File: config.mk
export PLATFORM = sky130hd
export DESIGN_NAME = pipe_skid_reg
export DESIGN_NICKNAME = d
export VERILOG_FILES = /design/src/rtl/pipe_skid_reg.sv
export SDC_FILE = /design/constraint.sdc
export NUM_CORES = 1
export LEC_CHECK = 0
export CORE_MARGIN = 1.5
export CORE_UTILIZATION = 50
export CTS_BUF_LIST = sky130_fd_sc_hd__clkbuf_2
export DETAILED_ROUTE_END_ITERATION = 10
export PLACE_DENSITY_LB_ADDON = 0.1
export SYNTH_ARGS = -nofsm -noshare
export SYNTH_HDL_FRONTEND = slang
export SYNTH_SLANG_ARGS = --single-unit
File: constraint.sdc
create_clock -name clk -period 2.2 [get_ports clk]
set_input_delay 0.22 -clock clk [delete_from_list [all_inputs] [get_ports clk]]
set_output_delay 0.22 -clock clk [all_outputs]
set_load 0.02 [all_outputs]
File: src/rtl/pipe_skid_reg.sv
// ---------------------------------------------------------------------------
// PipeSkidReg (module pipe_skid_reg)
//
// Purpose:
//   Inter-stage pipeline register with a valid/ready handshake and a
//   one-entry skid buffer. It takes the place of fixed per-stage registers
//   such as the EX->MEM register. Back-pressure from downstream is absorbed
//   by the skid entry, so in_ready_o is taken from registers only and never
//   from out_ready_i. A flush kills every held entry, and those entries then
//   show up as bubbles. A saturating counter records the cycles in which the
//   stage was stalled.
//
// Ports:
//   clk          clock; all state updates on the rising edge
//   reset        synchronous, active-high
//   in_valid_i   upstream offers in_data_i / in_pc_i
//   in_ready_o   stage can accept an entry this cycle
//   in_data_i    upstream payload (DATA_W)
//   in_pc_i      upstream pc (PC_W)
//   flush_i      kill all held entries; a same-cycle input is discarded
//   out_valid_o  out_data_o / out_pc_o hold a live entry
//   out_ready_i  downstream consumes this cycle
//   out_data_o   oldest held payload (DATA_W)
//   out_pc_o     oldest held pc (PC_W)
//   out_bubble_o inverse of out_valid_o
//   occupancy_o  number of live entries held: 0, 1 or 2
//   stall_cnt_o  saturating count of cycles with out_valid & ~out_ready
// ---------------------------------------------------------------------------
module pipe_skid_reg #(
  parameter int unsigned     DATA_W   = 128,
  parameter int unsigned     PC_W     = 64,
  parameter logic [PC_W-1:0] RESET_PC = 64'h8000_0000,
  parameter int unsigned     CNT_W    = 32
) (
  input  logic              clk,
  input  logic              reset,
  input  logic              in_valid_i,
  output logic              in_ready_o,
  input  logic [DATA_W-1:0] in_data_i,
  input  logic [PC_W-1:0]   in_pc_i,
  input  logic              flush_i,
  output logic              out_valid_o,
  input  logic              out_ready_i,
  output logic [DATA_W-1:0] out_data_o,
  output logic [PC_W-1:0]   out_pc_o,
  output logic              out_bubble_o,
  output logic [1:0]        occupancy_o,
  output logic [CNT_W-1:0]  stall_cnt_o
);

  logic              m_v_q,    m_v_d;
  logic [DATA_W-1:0] m_data_q, m_data_d;
  logic [PC_W-1:0]   m_pc_q,   m_pc_d;
  logic              s_v_q,    s_v_d;
  logic [DATA_W-1:0] s_data_q, s_data_d;
  logic [PC_W-1:0]   s_pc_q,   s_pc_d;
  logic [CNT_W-1:0]  stall_q,  stall_d;

  logic acc;
  logic drn;

  // The stage accepts only while the skid entry is free. This is a register
  // term, so ready has no combinational path from downstream. Reset is
  // folded in so that upstream sees the stage as busy during the reset cycle.
  assign in_ready_o = ~s_v_q & ~reset;
  assign acc        = in_valid_i & in_ready_o;
  assign drn        = m_v_q & out_ready_i;

  // Next-state selection. The branches are checked in priority order. A
  // flush clears only the valid bits, so the data and pc registers keep the
  // last value they held. Whenever skid is valid, in_ready_o is low, so the
  // skid-to-main move never happens in the same cycle as an accept.
  always_comb begin
    m_v_d    = m_v_q;
    m_data_d = m_data_q;
    m_pc_d   = m_pc_q;
    s_v_d    = s_v_q;
    s_data_d = s_data_q;
    s_pc_d   = s_pc_q;

    if (flush_i) begin
      m_v_d = 1'b0;
      s_v_d = 1'b0;
    end else if (s_v_q && drn) begin
      m_data_d = s_data_q;
      m_pc_d   = s_pc_q;
      s_v_d    = 1'b0;
    end else if (!m_v_q && acc) begin
      m_v_d    = 1'b1;
      m_data_d = in_data_i;
      m_pc_d   = in_pc_i;
    end else if (drn && acc) begin
      m_data_d = in_data_i;
      m_pc_d   = in_pc_i;
    end else if (drn) begin
      m_v_d = 1'b0;
    end else if (m_v_q && acc) begin
      s_v_d    = 1'b1;
      s_data_d = in_data_i;
      s_pc_d   = in_pc_i;
    end
  end

  // The stall counter is independent of flush. It also counts the cycle in
  // which a flush is raised, as long as that cycle is itself a stall. It
  // sticks at all-ones rather than wrapping.
  always_comb begin
    stall_d = stall_q;
    if (m_v_q && !out_ready_i && (stall_q != {CNT_W{1'b1}})) begin
      stall_d = stall_q + 1'b1;
    end
  end

  always_ff @(posedge clk) begin
    if (reset) begin
      m_v_q    <= 1'b0;
      m_data_q <= '0;
      m_pc_q   <= RESET_PC;
      s_v_q    <= 1'b0;
      s_data_q <= '0;
      s_pc_q   <= '0;
      stall_q  <= '0;
    end else begin
      m_v_q    <= m_v_d;
      m_data_q <= m_data_d;
      m_pc_q   <= m_pc_d;
      s_v_q    <= s_v_d;
      s_data_q <= s_data_d;
      s_pc_q   <= s_pc_d;
      stall_q  <= stall_d;
    end
  end

  assign out_valid_o  = m_v_q;
  assign out_bubble_o = ~m_v_q;
  assign out_data_o   = m_data_q;
  assign out_pc_o     = m_pc_q;
  assign occupancy_o  = {1'b0, m_v_q} + {1'b0, s_v_q};
  assign stall_cnt_o  = stall_q;

endmodule

==> run_results.csv <==
group,metric,value,unit
outcome,outcome,"complete, no violations",
placement,hpwl,32500,µm
grt,antenna_found_initial,1,
drt,drt-total-wl,54000,µm
drt,drt_iter0_drc,1363,
logic_synthesis,synthFlopType,"dfxtp_1",
setup_path,r2r.worst_path.cells,6,
placement,dp_cells,2876,
drt,antenna_left,0,
placement,numPortBuffers,425,
cells_and_area,fin_cells,3255,
grt,met1_usage,0.350,
setup_path,crit_required,1980,ps
cts,cts_buffer_depth,3,
timing,tightest_slew,944,ps
cells_and_area,final_cell_mix,"nand2_1 (777), dfxtp_1 (415), clkdlybuf4s50_1 (221)",
grt,met3_usage,0.0895,
setup_path,r2r_end,"stall_cnt_o[31]",
cts,insertion_delay,950,ps
cts,clkSlewWorstSetupHoldPaths,120,ps
logic_synthesis,ys_types,43,
grt,grt_max_degree,197,
power,p_seq_frac,0.524,
logic_synthesis,synth_edf_count,0,
timing,holdWs,125,ps
floorplan,die_area,34000,µm²
floorplan,die_w,184,µm
logic_synthesis,syn-cell-area,16500,µm²
power,power.share.clock,0.346,
setup_path,worst-path-buf-inv,1,
logic_synthesis,ys_ff_latch,418,
drt,viasPerCell,5.36,
logic_synthesis,avgSynthCellArea,7.79,µm²
worst_hold_path,worstHoldStart,"in_valid_i",
drt,wl_per_cell,16.6,µm
drt,vias,17443,
placement,routabilityCongestion,0.841,
setup_path,critical_path_class,"reg -> out",
floorplan,design.core.area,32500,µm²
placement,place_ws,-91.3,ps
power,p_leak,10.6,nW
logic_synthesis,ys_seq_area_frac,0.508,
timing,drv_slew,0,
cts,cts_buffers,105,
cells_and_area,final_common_cell,"nand2_1",
grt,use_met2,0.521,
grt,grt_util_all_layers,0.307,
setup_path,critical_path.cell_chain,"clkdlybuf4s50_1",
setup_path,r2r_slack,140,ps
setup_path,startpoint_type,"register",
power,p_sw_frac,0.279,
flow_run,max_cap_viol_count,0,
floorplan,num_rows,66,
timing,hold_viol_final,0,
power,power_density,616,nW/µm²
setup_path,slowest_delay,610,ps
cells_and_area,layout.nets,2935,
power,p_int,0.0109,W
timing,slew_headroom,0.371,
logic_synthesis,async_flop_share,0,
floorplan,initial_utilization,0.507,
power,pwr-share-comb,0.131,
worst_hold_path,hold_depth,4,
logic_synthesis,synthTopCellsByArea,"dfxtp_1 (51%), nand2_1 (18%), a311oi_1 (10%)",
cts,h-tree-depth,3,
grt,grt-ovfl-total,0,
cts,cts_sinks,418,
floorplan,die_h,184,µm
cells_and_area,drive_above_1_share,0.0928,
setup_path,critical-path-top-delay-family,"buffers and inverters",
setup_path,worst_ep_arrival_time,1880,ps
logic_synthesis,synth_nets,2312,
timing,fin_crit,2100,ps
cts,postCtsSetupBuffers,0,
timing,fin_ws,96.5,ps
power,ir_drop,0.421,mV
logic_synthesis,syn_inst,2113,
cells_and_area,post-route-util,0.753,
floorplan,io_pins,426,
logic_synthesis,synth_top_area_frac,0.508,
drt,route.detailed.drc,0,
worst_hold_path,hp-class,"in -> reg",
grt,grt-busiest-layer,"met2",
cts,cts_tree,"built",
worst_hold_path,holdPathEnd,"s_v_q",
logic_synthesis,synth_top_area_cell,"dfxtp_1",
setup_path,slowest_stage,"clkdlybuf4s50_1",
power,switching_power,0.00420,W
timing,setup_violations,0,
grt,first_global_vias,17074,
logic_synthesis,synth_warnings,0,
cts,cts_root_buf,"clkbuf_2",
timing,clock_skew,67.2,ps
cells_and_area,fill_cells,2374,
drt,first_pass_iters,7,
setup_path,end_kind,"primary output",
grt,grt_pass1_wl,84600,µm
timing,fmax,475,MHz
setup_path,r2r-start,"stall_cnt_o[10]",
timing,fin_crit_sh,0.956,
cells_and_area,area_delta_synth_final,48.4,%
setup_path,worst-path-max-fanout,2,
## state kept, by name, indices dropped and copies added (netlist names)
name / cells
s_v_q: 1
s_data_q: 128
out_data_o: 128
out_pc_o: 64
out_valid_o: 1
stall_cnt_o: 32
s_pc_q: 64
## worst reg2reg max path, stage by stage (launching register included)
cell,delay [ps]
dfxtp_1,450
and4_4,310
nand3_2,80
a2111o_1,430
buf_4,170
or4_1,420
a21oi_2,150
## cells in the mapped netlist, drive strengths merged, types with 8 or more instances
master	n
nand2	777
dfxtp	418
nor2	219
a21oi	205
a311oi	191
clkbuf	140
buf	40
xnor2	18
nand3	13
a211oi	11
nand4	9
nor4	8
## cell type report
class	count	area [µm²]	area share
Timing Repair Buffer	696	7160	0.293
Tap cell	442	553	0.0226
Sequential cell	418	8370	0.343
Antenna cell	1	2.50	0.000102
Clock buffer	153	766	0.0313
Multi-Input combinational cell	1509	7390	0.302
Inverter	6	22.5	0.000922
Clock inverter	30	170	0.00696
## worst max-delay path by stage
stage	from	to	slack, ps	cells past startpoint
after floorplan	stall_cnt_o[0]	stall_cnt_o[4]	90	6
after global placement	out_ready_i	out_data_o[54]	-10	8
after detailed placement	out_ready_i	out_data_o[5]	-90	8
after CTS	out_pc_o[34]	out_pc_o[34]	0.04	1
after global routing	out_data_o[47]	out_data_o[47]	-10	1
final	out_data_o[110]	out_data_o[110]	100	1
## layer usage
layer  up-vias  wire (µm)
li1       8466          -
met1      8118      21100
met2       711      26100
met3       148       4510
met4         0       2320
met5         -          0
## through the flow
| stage | total power (W) | cell area [µm²] | setup TNS [ps] |
|---|---|---|---|
| after floorplan | 0.00879 | 16500 | 0 |
| after global placement | 0.00975 | 21500 | -49.5 |
| after detailed placement | 0.00978 | 21500 | -3140 |
| after CTS | 0.0152 | 24200 | 0 |
| after global routing | 0.0158 | 24400 | -52.4 |
| final | 0.0151 | 24400 | 0 |
## repair_timing
action	in CTS	in global routing
gates resized for setup	130	80
endpoints found under the hold margin	418	0
endpoints found under the setup margin	126	78
pin swaps	0	2
hold buffers	195	0
## logic make-up after synthesis
logic type,after synthesis,synth area share
DFF,418,0.508
muxes,5,0.00334
AOI/OAI and AO/OA,420,0.175
xor gates and xnor gates,18,0.00957
adders and majority gates,2,0.00152
buffers and inverters,186,0.0456
and+or+nand+nor,1064,0.257
## power by group through the flow
stage	registers, W	logic, W	clock network [W]
global placement	0.00805	0.00169	0
finish	0.00788	0.00196	0.00521
detailed placement	0.00806	0.00172	0
floorplan	0.00827	0.000524	0
global route	0.00791	0.00210	0.00578
CTS	0.00788	0.00195	0.00533
No activity file was read; power rests on OpenSTA's default activity.
==> RTL change 1: new RTL, same flow settings <==
`PC_W`: 64 -> 96.
--- a/src/rtl/pipe_skid_reg.sv
+++ b/src/rtl/pipe_skid_reg.sv
@@ -28,7 +28,7 @@
 // ---------------------------------------------------------------------------
 module pipe_skid_reg #(
   parameter int unsigned     DATA_W   = 128,
-  parameter int unsigned     PC_W     = 64,
+  parameter int unsigned     PC_W     = 96,
   parameter logic [PC_W-1:0] RESET_PC = 64'h8000_0000,
   parameter int unsigned     CNT_W    = 32
 ) (
Ports: changed (resized in_pc_i and out_pc_o); port bits go from 426 to 490. The function was not compared with the original's and may differ.
==> RTL change 1 against the original RTL <==
- sequential cell count rose by 64
- die area is 14% higher
- fmax is essentially flat
- count of clock-buffer cells in the layout up 14
- final area up 13%
- first-iteration DRC count is 5.3% higher
- synthesized area up 14%
- cell count up 14%
- setup slack better by 0.0013 ns
- hold slack improved by 0.14 ns
- total power is 13% higher
- wire length increased by 17%
- critical path type unchanged
- critical endpoint is now occupancy_o[0]
==> RTL change 1: results (changes against the original RTL) <==
crit_fanout: 10  # was 2
gp_congestion: 0.847  # was 0.841
layout-drive-gt1-share: 0.0903  # was 0.0928
r2r-end: "out_data_o[14]$_SDFFE_PP0P_"  # was stall_cnt_o[31]$_SDFFE_PP0P_
dp_cells: 3279  # was 2876
grt_max_degree: 231  # was 197
postRouteWirelength_um: 63300  # was 54000 um
synthTopCellsByCount: "909 x nand2_1, 482 x dfxtp_1, 247 x a21oi_1"  # was 777 x nand2_1, 418 x dfxtp_1, 219 x nor2_1
antenna_found_initial: 6  # was 1
place_ws_ns: -0.148  # was -0.0913 ns
drt_iter0_markers: 1435  # was 1363
dr_wl_met2_um: 30800  # was 26100 um
n_fill_cell: 2748  # was 2374
io_buffer_count: 489  # was 425
synthTopCellsByArea: "dfxtp_1 51%, nand2_1 18%, a311oi_1 10%"  # unchanged
status: "complete, no violations"  # unchanged
track_usage: 0.317  # was 0.307
wire_per_inst_um: 17.1  # was 16.6 um
grt_pass1_wl_um: 100000  # was 84600 um
worst_r2r_path_depth: 8  # was 6
internal-power_uw: 12200  # was 10900 uW
cp_slowest_cell: "dfxtp_2"  # was clkdlybuf4s50_1
timing.rr.start: "out_valid_o$_SDFFE_PP0P_"  # was stall_cnt_o[10]$_SDFFE_PP0P_
crit_path_max_incr_delay_ns: 0.35  # was 0.61 ns
use_met3: 0.0934  # was 0.0895
holdWs_ns: 0.260  # was 0.125 ns
numCtsBuffers: 118  # was 105
ys_ff_latch: 482  # was 418
dp_hpwl_um: 38300  # was 32500 um
max-vdd-ir-drop_uv: 564  # was 421 uV
worstHoldStart: "in_pc_i[85]"  # was in_valid_i
synth.distinct_cells: 48  # was 43
synth_fa_ha_area_frac: 0.00133  # was 0.00152
worstHoldEndpoint: "s_pc_q[85]$_SDFFE_PP0P_"  # was s_v_q$_SDFFE_PP0P_
r2r_slack_ns: 0.11  # was 0.14 ns
first_pass_iters: 6  # was 7
synth_compound_area_frac: 0.181  # was 0.175
synthMuxAreaShare: 0.00173  # was 0.00334
fin_worst_skew_ns: 0.0808  # was 0.0672 ns
met1_length_um: 23900  # was 21100 um
synthXorXnorAreaFrac: 0.00326  # was 0.00957
seq_area_frac_synth: 0.513  # was 0.508
route.met3.wl_um: 5380  # was 4510 um
syn_inst: 2423  # was 2113
via_per_inst: 5.45  # was 5.36
grtUsageMet1: 0.359  # was 0.350
grtUsageMet2: 0.532  # was 0.521
syn_nets: 2654  # was 2312
-- RTL change 1: layout make-up --
| cell class | instances | area, sq um | share of cell area |
|---|---|---|---|
| flip-flops and latches | 482 | 9660 | 0.351 |
| multi-input cells | 1728 | 8390 | 0.305 |
| repair buffers | 789 | 7790 | 0.283 |
| clock buffers | 167 | 836 | 0.0304 |
| well taps | 504 | 631 | 0.0229 |
| clock inverters | 30 | 156 | 0.00569 |
| inverters | 5 | 18.8 | 0.000683 |
| diodes | 7 | 17.5 | 0.000637 |
-- RTL change 1: power by group through the flow --
stage                     Sequential (uW)  Combinational, uW  Clock [uW]
final                                9090               2230        5690
after detailed placement             9290               1990           0
after floorplan                      9540                610           0
after CTS                            9080               2190        5800
after global placement               9290               1960           0
after global routing                 9120               2390        6280
-- RTL change 1: what timing repair did --
item	in CTS	in global routing
setup buffers	1	0
gates resized for setup	284	18
gates cloned	0	0
endpoints found under the setup margin	261	12
hold buffers	228	0
hold endpoints to repair	481	0
pin swaps	0	0
-- RTL change 1: worst max path at each step --
| stage | cells after the start | end | startpoint | slack (ns) |
|---|---|---|---|---|
| 3_5_place_dp | 6 | stall_cnt_o[20]$_SDFFE_PP0P_ | out_ready_i | -0.15 |
| 6_report | 3 | occupancy_o[0] | out_valid_o$_SDFFE_PP0P_ | 0.1 |
| 2_1_floorplan | 5 | stall_cnt_o[22]$_SDFFE_PP0P_ | stall_cnt_o[4]$_SDFFE_PP0P_ | 0.001 |
| 4_1_cts | 3 | occupancy_o[0] | out_valid_o$_SDFFE_PP0P_ | -0.09 |
| 5_1_grt | 3 | occupancy_o[0] | out_valid_o$_SDFFE_PP0P_ | -0.04 |
| 3_3_place_gp | 6 | stall_cnt_o[22]$_SDFFE_PP0P_ | out_ready_i | -0.13 |
==> RTL change 2: new RTL, config.mk and constraints unchanged <==
Without the edit above. `m_data_q` no longer has a reset.
--- a/src/rtl/pipe_skid_reg.sv
+++ b/src/rtl/pipe_skid_reg.sv
@@ -114,7 +114,6 @@
   always_ff @(posedge clk) begin
     if (reset) begin
       m_v_q    <= 1'b0;
-      m_data_q <= '0;
       m_pc_q   <= RESET_PC;
       s_v_q    <= 1'b0;
       s_data_q <= '0;
@@ -122,13 +121,16 @@
       stall_q  <= '0;
     end else begin
       m_v_q    <= m_v_d;
-      m_data_q <= m_data_d;
       m_pc_q   <= m_pc_d;
       s_v_q    <= s_v_d;
       s_data_q <= s_data_d;
       s_pc_q   <= s_pc_d;
       stall_q  <= stall_d;
     end
+  end
+
+  always_ff @(posedge clk) begin
+    m_data_q <= m_data_d;
   end
 
   assign out_valid_o  = m_v_q;
Function: not settled (the Yosys comparison gave no result); the edit may change what the design does.
==> RTL change 2 against the original RTL <==
- sequential power increased by 3.7%
- non-clock buffer count increased by 10
- sequential cell count unchanged
- final area about the same
- register-to-register slack got worse by 0.04 ns
- wire length decreased by 3.9%
- setup slack got worse by 0.0095 ns
- critical path depth unchanged
- synthesized area decreased by 0.65%
- die area decreased by 0.64%
- via count decreased by 5.1%
- core utilization increased by 0.14 points
- synthesized cell count decreased by 8.1%
- total power decreased by 2.2%
- critical endpoint is now out_data_o[61]
- largest power group unchanged
==> RTL change 2: results (changes against the original RTL) <==
holdPathStages: 3  # was 4
met1_length_um: 19600  # was 21100 um
crit_fanout: 1  # was 2
gp_congestion: 0.854  # was 0.841
p_leak_uw: 0.0100  # was 0.0106 uW
clk_latency_ns: 0.97  # was 0.95 ns
wire_per_inst_um: 16.6  # about the same
worst_r2r_path_depth: 7  # was 6
r2r-end: "stall_cnt_o[29]$_SDFFE_PP0P_"  # was stall_cnt_o[31]$_SDFFE_PP0P_
synth.distinct_cells: 45  # was 43
dp_hpwl_um: 31600  # was 32500 um
yosysTopAreaCellShare: 0.355  # was 0.508
worstHoldEndpoint: "s_data_q[115]$_SDFFE_PP0P_"  # was s_v_q$_SDFFE_PP0P_
place_ws_ns: -0.0161  # was -0.0913 ns
syn_nets: 2141  # was 2312
via_per_inst: 5.28  # was 5.36
worstHoldStart: "reset"  # was in_valid_i
layout-drive-gt1-share: 0.0990  # was 0.0928
clk_path_buf_depth: 3  # unchanged
numCtsBuffers: 102  # was 105
synthTopCellsByCount: "909 x nand2_1, 290 x dfxtp_1, 215 x a21oi_1"  # was 777 x nand2_1, 418 x dfxtp_1, 219 x nor2_1
status: "complete, no violations"  # unchanged
synth_edf_count: 128  # was 0
r2r_slack_ns: 0.10  # was 0.14 ns
antenna_found_initial: 6  # was 1
worst_slew_pin_slew_ns: 0.898  # was 0.944 ns
drt_iter0_markers: 1170  # was 1363
timing.rr.start: "stall_cnt_o[0]$_SDFFE_PP0P_"  # was stall_cnt_o[10]$_SDFFE_PP0P_
seq_area_frac_synth: 0.590  # was 0.508
grt_pass1_vias: 16300  # was 17100
grt_pass1_wl_um: 81100  # was 84600 um
post_dp_cell_area_sq_um: 21700  # was 21500 sq um
fin_worst_skew_ns: 0.0794  # was 0.0672 ns
route.met3.wl_um: 5160  # was 4510 um
layout.nets: 2813  # was 2935
first_pass_iters: 5  # was 7
-- RTL change 2: through the flow --
step | cells | setup TNS, ns | total power, uW | hold WS, ns
after floorplan | 1942 | 0 | 8850 | 0.293
after global placement | 2756 | 0 | 9660 | 0.441
after detailed placement | 2756 | -0.0231 | 9680 | 0.447
after CTS | 3129 | -0.0114 | 14800 | 0.140
after global routing | 3135 | -0.0118 | 15400 | 0.179
final | 3135 | 0 | 14700 | 0.236
-- RTL change 2: repair_timing --
action	4_1_cts	5_1_grt
hold endpoints to repair	409	0
endpoints found under the setup margin	163	34
hold buffers	196	0
resized for setup	168	35
-- RTL change 2: report_power, final --
part / leakage, uW / switching, uW / internal (uW)
registers: 0.00352 / 76.0 / 8090
logic: 0.00582 / 754 / 831
clock network: 0.000700 / 3070 / 1910
-- RTL change 2: final cells by class --
type                       count  area, sq um
timing repair buffer         706         7110
inverter                       6         22.5
clock inverter                15         61.3
clock buffer                 162          811
fill                        2311         7960
antenna                        6         15.0
sequential                   418         9660
multi-input combinational   1380         6190
tap                          442          553
-- RTL change 2: logic make-up after synthesis --
group           count (synthesis)  share of synthesized area
buf+inv                       144                     0.0337
xor+xnor                        8                    0.00428
simple gates                 1058                      0.256
flops                         418                      0.590
fa+ha+maj                       2                    0.00153
mux                             2                    0.00122
compound gates                310                      0.114
-- RTL change 2: layer usage --
| layer | global-route usage | up-vias |
|---|---|---|
| li1 | - | 7853 |
| met1 | 0.352 | 7675 |
| met2 | 0.503 | 868 |
| met3 | 0.0838 | 156 |
| met4 | 0.149 | 0 |
| met5 | 0 | - |
-- RTL change 2: worst max-delay path by stage --
stage                     cells after the start                          from                           end  slack (ns)
after floorplan                               6  stall_cnt_o[20]$_SDFFE_PP0P_   stall_cnt_o[3]$_SDFFE_PP0P_        0.05
after global placement                        7                   out_ready_i  stall_cnt_o[31]$_SDFFE_PP0P_        0.08
after detailed placement                      8                   out_ready_i     out_pc_o[39]$_SDFFE_PP0P_       -0.02
after CTS                                     2      out_valid_o$_SDFFE_PP0P_                occupancy_o[0]       -0.01
after global routing                          1      out_data_o[45]$_DFFE_PP_                out_data_o[45]       -0.01
final                                         1      out_data_o[61]$_DFFE_PP_                out_data_o[61]        0.09
-- RTL change 2: worst min-delay path: stages --
cell,delay [ns]
dlygate4sd3_1,0.55
clkbuf_8,0.31
a21oi_1,0.07
